===== src/rtl/mic1_pkg.sv =====
// Shared definitions for the MIC-1 microsequencer: default widths, stack-operation
// encodings and the combinational next-address function.
package mic1_pkg;

    localparam int unsigned MIC1_ADDR_W = 9;
    localparam int unsigned MIC1_MBR_W  = 8;

    // Stack operation encodings selected by the sequencer each cycle
    localparam logic [1:0] STK_NOP  = 2'd0;
    localparam logic [1:0] STK_PUSH = 2'd1;
    localparam logic [1:0] STK_POP  = 2'd2;

    // Operands are zero-extended to 32 bits by the caller; addr_w selects the JAM bit.
    function automatic logic [31:0] mic1_next_addr(
        input logic [31:0]  next_addr,
        input logic         jmpc,
        input logic         jamn,
        input logic         jamz,
        input logic         n,
        input logic         z,
        input logic [31:0]  mbr,
        input int unsigned  addr_w
    );
        logic [31:0] t;
        t = next_addr;
        if ((jamn & n) | (jamz & z)) begin
            t = t | (32'd1 << (addr_w - 1));
        end
        if (jmpc) begin
            t = t | mbr;
        end
        return t;
    endfunction

endpackage


===== src/rtl/mic1_ustack.sv =====
// Small LIFO holding microcode return addresses. Push into a full stack and pop from
// an empty stack are ignored; the sequencer flags those cases itself.
module mic1_ustack #(
    parameter int unsigned WIDTH = 9,
    parameter int unsigned DEPTH = 4
) (
    input  logic             clk,
    input  logic             rst,
    input  logic             push,
    input  logic             pop,
    input  logic [WIDTH-1:0] din,
    output logic [WIDTH-1:0] dout,
    output logic             empty,
    output logic             full
);

    localparam int unsigned PW = $clog2(DEPTH + 1);
    localparam int unsigned IW = (DEPTH > 1) ? $clog2(DEPTH) : 1;

    logic [PW-1:0]    ptr;
    logic [PW-1:0]    top_ptr;
    logic [WIDTH-1:0] mem [DEPTH];

    assign top_ptr = ptr - 1'b1;
    assign empty   = (ptr == '0);
    assign full    = (ptr == PW'(DEPTH));
    assign dout    = empty ? '0 : mem[top_ptr[IW-1:0]];

    // Pointer update; push wins if both are asserted
    always_ff @(posedge clk) begin
        if (!rst) begin
            ptr <= '0;
        end else if (push && !full) begin
            ptr <= ptr + 1'b1;
        end else if (pop && !empty) begin
            ptr <= ptr - 1'b1;
        end
    end

    // Entry storage, written at the current pointer on push
    always_ff @(posedge clk) begin
        if (push && !full) begin
            mem[ptr[IW-1:0]] <= din;
        end
    end

endmodule


===== src/rtl/mic1_microsequencer.sv =====
// Next-microinstruction-address unit for the MIC-1 control path. Computes the JAM/JMPC
// target, registers it into MPC, and honours stall. Define MICROSEQ_STACK_EN to add a
// microcode call/return stack; without it call/ret are ignored.
module mic1_microsequencer
    import mic1_pkg::*;
#(
    parameter int unsigned       ADDR_W      = MIC1_ADDR_W,
    parameter int unsigned       MBR_W       = MIC1_MBR_W,
    parameter int unsigned       STACK_DEPTH = 4,
    parameter logic [ADDR_W-1:0] RESET_ADDR  = '0
) (
    input  logic              clk,
    input  logic              rst,
    input  logic              stall,
    input  logic              N,
    input  logic              Z,
    input  logic [MBR_W-1:0]  MBR,
    input  logic [ADDR_W-1:0] next_addr,
    input  logic              jmpc,
    input  logic              jamn,
    input  logic              jamz,
    input  logic              call,
    input  logic              ret,
    output logic [ADDR_W-1:0] MPC,
    output logic              stk_empty,
    output logic              stk_full,
    output logic              stk_err
);

    logic [ADDR_W-1:0] target;

    assign target = ADDR_W'(mic1_next_addr(32'(next_addr), jmpc, jamn, jamz, N, Z,
                                           32'(MBR), ADDR_W));

`ifdef MICROSEQ_STACK_EN

    logic [1:0]        stk_op;
    logic              err_set;
    logic              err_q;
    logic [ADDR_W-1:0] mpc_d;
    logic [ADDR_W-1:0] mpc_inc;
    logic [ADDR_W-1:0] stk_top;

    assign mpc_inc = MPC + 1'b1;
    assign stk_err = err_q;

    // Select stack operation, next MPC and error condition; ret takes priority over call
    always_comb begin
        stk_op  = STK_NOP;
        err_set = 1'b0;
        mpc_d   = target;
        if (ret) begin
            err_set = call;
            if (stk_empty) begin
                mpc_d   = RESET_ADDR;
                err_set = 1'b1;
            end else begin
                mpc_d  = stk_top;
                stk_op = STK_POP;
            end
        end else if (call) begin
            if (stk_full) begin
                err_set = 1'b1;
            end else begin
                stk_op = STK_PUSH;
            end
        end
        if (stall) begin
            stk_op = STK_NOP;
        end
    end

    mic1_ustack #(
        .WIDTH (ADDR_W),
        .DEPTH (STACK_DEPTH)
    ) u_ustack (
        .clk   (clk),
        .rst   (rst),
        .push  (stk_op == STK_PUSH),
        .pop   (stk_op == STK_POP),
        .din   (mpc_inc),
        .dout  (stk_top),
        .empty (stk_empty),
        .full  (stk_full)
    );

    // MPC and sticky error register; both hold while stalled
    always_ff @(posedge clk) begin
        if (!rst) begin
            MPC   <= RESET_ADDR;
            err_q <= 1'b0;
        end else if (!stall) begin
            MPC   <= mpc_d;
            err_q <= err_q | err_set;
        end
    end

`else

    logic unused_stack_cfg;

    assign unused_stack_cfg = call ^ ret ^ (STACK_DEPTH == 0);
    assign stk_empty        = 1'b1;
    assign stk_full         = 1'b0;
    assign stk_err          = 1'b0;

    // MPC register: always follows the target unless stalled
    always_ff @(posedge clk) begin
        if (!rst) begin
            MPC <= RESET_ADDR;
        end else if (!stall) begin
            MPC <= target;
        end
    end

`endif

endmodule


===== config.mk =====
export PLATFORM = sky130hd
export DESIGN_NAME = mic1_microsequencer
export DESIGN_NICKNAME = d
export VERILOG_FILES = /design/src/rtl/mic1_pkg.sv /design/src/rtl/mic1_ustack.sv /design/src/rtl/mic1_microsequencer.sv
export SDC_FILE = /design/constraint.sdc
export NUM_CORES = 1
export LEC_CHECK = 0
export BUFFER_PORTS_ARGS = -buffer_cell sky130_fd_sc_hd__buf_2
export CORE_MARGIN = 2
export CORE_UTILIZATION = 34
export CTS_CLUSTER_DIAMETER = 200
export DETAILED_ROUTE_END_ITERATION = 16
export GPL_ROUTABILITY_DRIVEN = 0
export PLACE_DENSITY = 0.72
export SLEW_MARGIN = 10
export SYNTH_ARGS = -nofsm -noshare
export SYNTH_HDL_FRONTEND = slang
export SYNTH_SLANG_ARGS = --single-unit

===== constraint.sdc =====
create_clock -name clk -period 0.8 [get_ports clk]
set_input_delay 0.24 -clock clk [delete_from_list [all_inputs] [get_ports clk]]
set_output_delay 0.24 -clock clk [all_outputs]
set_load 0.05 [all_outputs]

==> results.toml, run 1 <==
[outcome]
status = "finished, violations left"
violations = "negative setup slack"

[placement]
dp.cells = 98
port_buffers = 33
place_ws_ns = -0.169
hpwl_um = 802

[timing]
skew_ns = 0
period_share_pct = 124
fin_setup_tns_ns = -1.64
slew_violations = 0
hold_viol_final = 0
period_needed_ns = 0.992
setup_violations = 9
max_freq_mhz = 1010
rsz0062_at_grt = "yes"
setup_ws_ns = -0.192

[finish]
top_register = "MPC"
multi_input_area_um2 = 263
final_util_pct = 56.5
area_growth_pct = 59.6
regArea_um2 = 191
reg.largest.list = "MPC: 9 flops"
nFillCells = 152
largest_reg_flops = 9
layout.nets = 116
diodes = 0
drive_above_1_share_pct = 84.1
stdcell_count = 104

[global_route]
antenna_found_initial = 0
grt_first_pass_wirelength_um = 1670
track_usage_pct = 12.0
grt_pass1_vias = 421
grt_start_max_net_pins = 19
overflow = 0

[critical_path]
critPathBufInv = 1
cpPeakStageDelay_ns = 0.35
cp_max_fo = 2
crit_type = "reg2out"
crit_family = "flip-flops"
required_ns = 0.56
critPathArrivalTime_ns = 0.75
crit_path_cell_trace = "buf_8"
start_kind = "flip-flop"
cp_slowest_cell = "dfxtp_2"
end_kind = "primary output"

[clocking]
cts_made_buffers = 3
htree_levels = 1
cts_tree = "yes"
clkTransAtPathRegs_ns = 0.06
clockBufferDepth = 2
ctsHoldBuffers = 0
cts-root-buf = "clkbuf_4"
clock_latency_ns = 0.25
clock-sinks = 9

[synthesis]
yosysTopAreaCell = "dfxtp_1"
ys_ff_latch = 9
ys_async_sr_fraction_pct = 0
yosysTopAreaCellShare_pct = 34.6
synth_edf_count = 0
synth_compound_area_share_pct = 24.5
synth-xor-area-share_pct = 0
synth_area_um2 = 520
synthCells = 46
yosys-top-cells-count = "9 x a211oi_2, 9 x dfxtp_1, 7 x nor2b_2, 7 x nor3_1, 3 x buf_4"
avgSynthCellArea_um2 = 11.3
synth-simple-area-share_pct = 23.8
yosys_warnings = 0
ys_types = 14
synth_mux_area_share_pct = 0
synth.area.top_cells = "dfxtp_1 35%, a211oi_2 22%, nor2b_2 12%"
yosysSeqAreaShare_pct = 34.6
synthAdderAreaFrac_pct = 0
synth_top_family_by_area = "compound AO/OA/AOI/OAI gates"
synthFlopType = "dfxtp_1"

[run]
drv_cap = 0

[hold_path]
min_path_type = "in2reg"

[route]
drt_iter0_markers = 0
viasPerCell = 4.54
met2WireLength_um = 521
wl_met1_um = 448
wl_met3_um = 123
dr.pass1.iters = 1
drc = 0
maxUsedRoutingLayer = "met3"
drtAntennaViolNets = 0
drt-total-wl_um = 1090
dr_total_vias = 472
wl_per_cell_um = 10.5

[power]
ir_drop_mv = 0.866
leakage_nw = 0.382
powerDensity_nw_per_um2 = 1620

[die]
start_util_pct = 35.4
die_area_um2 = 1860
core_area_um2 = 1470
num_io_pins = 39
die_y_um = 43.1
die_w_um = 43.1
rows = 14
==> path summary, 6_finish.rpt <==
path / to / startpoint / slack (ns) / cells after the start
worst min register to register: MPC[8]$_SDFFE_PN0N_ / MPC[8]$_SDFFE_PN0N_ / 0.47 / 2
worst min-delay path: MPC[8]$_SDFFE_PN0N_ / Z / 0.24 / 3
worst max register to register: MPC[0]$_SDFFE_PN0N_ / MPC[0]$_SDFFE_PN0N_ / 0.08 / 3
worst max-delay path: MPC[0] / MPC[0]$_SDFFE_PN0N_ / -0.19 / 1
==> metrics by stage <==
stage	area (um2)	hold slack [ns]	power [mW]
final	831	0.242	1.34
after global routing	831	0.235	1.41
after detailed placement	707	0.454	0.924
after floorplan	536	0.386	0.811
after global placement	707	0.448	0.918
after CTS	827	0.233	1.36
==> placed cells by master, fill, tap and decap left out <==
cell type,count
dfxtp_2,9
clkinv_1,1
nand2_1,1
a211oi_2,9
nor2b_2,7
nor3_2,1
buf_6,4
conb_1,3
a221oi_2,1
clkbuf_4,3
clkbuf_1,1
inv_1,1
nor2b_4,1
buf_8,6
buf_2,24
buf_4,9
nor3_1,7
==> area by class of cell <==
cell class / instances / share of cell area, %
multi-input combinational: 30 / 31.6
tap: 16 / 2.41
inverter: 2 / 0.904
sequential: 9 / 23.0
clock buffer: 4 / 3.16
timing repair buffer: 43 / 38.9
==> report_power, final <==
part	internal [mW]	switching [mW]
sequential	0.491	0.0287
combinational	0.219	0.258
clock	0.192	0.154
total	0.901	0.441
==> worst min-delay path, delay by kind of cell <==
family                 cells  cell delay (ns)
buffers and inverters      1             0.10
and+or+nand+nor            1             0.07
AOI/OAI and AO/OA          1             0.05
==> cells by family (layout without fill, tap and decap cells) <==
family | after synthesis | in the layout
other cells | 2 | 3
compound gates | 10 | 10
simple gates | 17 | 17
flops | 9 | 9
buf+inv | 8 | 49
==> timing repair <==
item | CTS | global route
endpoints found under the setup margin | 9 | 10
gates resized for setup | 22 | 3
pin swaps | 0 | 1
buffers inserted | 3 | 0
gates cloned | 0 | 0
==> per-layer routing <==
layer / GRT usage [%] / up-vias
li1: - / 240
met1: 14.5 / 209
met2: 18.2 / 23
met3: 5.11 / 0
met4: 5.45 / 0
met5: 0 / -
Note: power is estimated with default switching activity, not from simulation.
==> inputs of run 2 (changes only) <==
- BUFFER_PORTS_ARGS: -buffer_cell sky130_fd_sc_hd__buf_2 -> unset
- CORE_AREA: unset -> 2 2 39 41
- CORE_MARGIN: 2 -> unset
- CORE_UTILIZATION: 34 -> unset
- DIE_AREA: unset -> 0 0 41 43
- DONT_BUFFER_PORTS: unset -> 1
- PLACE_DENSITY: 0.72 -> unset
==> results.toml, run 2 (synthesis gave the netlist of run 1 again) <==
[outcome]
status = "finished, violations left"
violations = "negative setup slack"

[clocking]
ctsHoldBuffers = 0
cts_tree = "yes"
clock_latency_ns = 0.25
cts_made_buffers = 3
clkTransAtPathRegs_ns = 0.06
cts-root-buf = "clkbuf_4"
clockBufferDepth = 2
htree_levels = 1
clock-sinks = 9

[critical_path]
cpPeakStageDelay_ns = 0.36
end_kind = "primary output"
crit_family = "flip-flops"
path_depth = 1
critPathArrivalTime_ns = 0.75
cp_max_fo = 2
required_ns = 0.56
start_kind = "flip-flop"
crit_path_cell_trace = "buf_12"
reg2regPathDepth = 4
critPathBufInv = 1
cp_slowest_cell = "dfxtp_2"
crit_type = "reg2out"

[die]
start_util_pct = 37.6
die_area_um2 = 1760
num_io_pins = 39
rows = 14
core_area_um2 = 1380
die_w_um = 41
die_y_um = 43

[timing]
hold_slack_ns = 0.0585
skew_ns = 0
period_share_pct = 124
period_needed_ns = 0.988
setup_ws_ns = -0.188
fin_setup_tns_ns = -1.41
max_freq_mhz = 1010
rsz0062_at_grt = "yes"
hold_viol_final = 0
slew_violations = 0
setup_violations = 10

[placement]
place_area_um2 = 549
port_buffers = 0
hpwl_um = 731

[finish]
final_common_cell = "a211oi_2"
top_register = "MPC"
multi_input_area_um2 = 263
largest_reg_flops = 9
layout_common_cells = "9 x a211oi_2, 7 x nor2b_2, 7 x nor3_1"
layout.nets = 80
reg.largest.list = "MPC: 9 flops"
final_util_pct = 44.3
diodes = 0
nFillCells = 136
drive_above_1_share_pct = 73.1
stdcell_area_um2 = 613
regArea_um2 = 206
area_growth_pct = 17.8

[global_route]
grt_first_pass_wirelength_um = 1440
antenna_found_initial = 0
grt_start_max_net_pins = 19
grt_pass1_vias = 336
overflow = 0
track_usage_pct = 12.1

[hold_path]
whs_path_depth = 1
min_path_type = "in2reg"

[power]
powerDensity_nw_per_um2 = 1910
ir_drop_mv = 0.919
leakage_nw = 0.222
power_mw = 1.17

[run]
drv_cap = 0

[route]
drc = 0
drtAntennaViolNets = 0
dr.pass1.iters = 2
wl_per_cell_um = 14.4
drt_iter0_markers = 2
dr_total_vias = 340
viasPerCell = 5.00
drt-total-wl_um = 978
-- run 2: per-layer routing --
metal	wire (um)	track usage, %	up-vias	part of all wire (%)
met2	480	17.5	22	49
li1	-	-	166	-
met4	11	8.00	0	1.1
met3	134	5.24	2	14
met1	352	13.6	150	36
met5	0	0	-	0
-- run 2: path summary, 6_finish.rpt --
| check | startpoint | endpoint | slack, ns |
|---|---|---|---|
| min reg2reg | MPC[8]$_SDFFE_PN0N_ | MPC[8]$_SDFFE_PN0N_ | 0.49 |
| max reg2reg | MPC[6]$_SDFFE_PN0N_ | MPC[6]$_SDFFE_PN0N_ | -0.02 |
| max | MPC[0]$_SDFFE_PN0N_ | MPC[0] | -0.19 |
| min | stall | MPC[8]$_SDFFE_PN0N_ | 0.06 |
-- run 2: area by class of cell --
| cell class | count | share of cell area [%] |
|---|---|---|
| multi-input combinational | 30 | 42.9 |
| sequential | 9 | 33.7 |
| clock buffer | 4 | 4.29 |
| inverter | 2 | 1.22 |
| timing repair buffer | 7 | 14.7 |
| tap | 16 | 3.27 |
-- run 2: power breakdown --
part | leakage (nW) | internal, mW | switching [mW]
combinational | 0.128 | 0.115 | 0.111
clock | 0.0150 | 0.192 | 0.160
sequential | 0.0793 | 0.484 | 0.110
-- run 2: repair_timing --
| action | in CTS | in global routing |
|---|---|---|
| gates resized for setup | 6 | 0 |
| setup endpoints to repair | 9 | 9 |
| buffers inserted | 2 | 1 |
-- run 2: through the flow --
| stage | worst slack, ns | instances |
|---|---|---|
| after CTS | -0.202 | 67 |
| after detailed placement | 0.0310 | 61 |
| final | -0.188 | 68 |
| after global placement | 0.0606 | 61 |
| after floorplan | -0.0846 | 47 |
| after global routing | -0.215 | 68 |
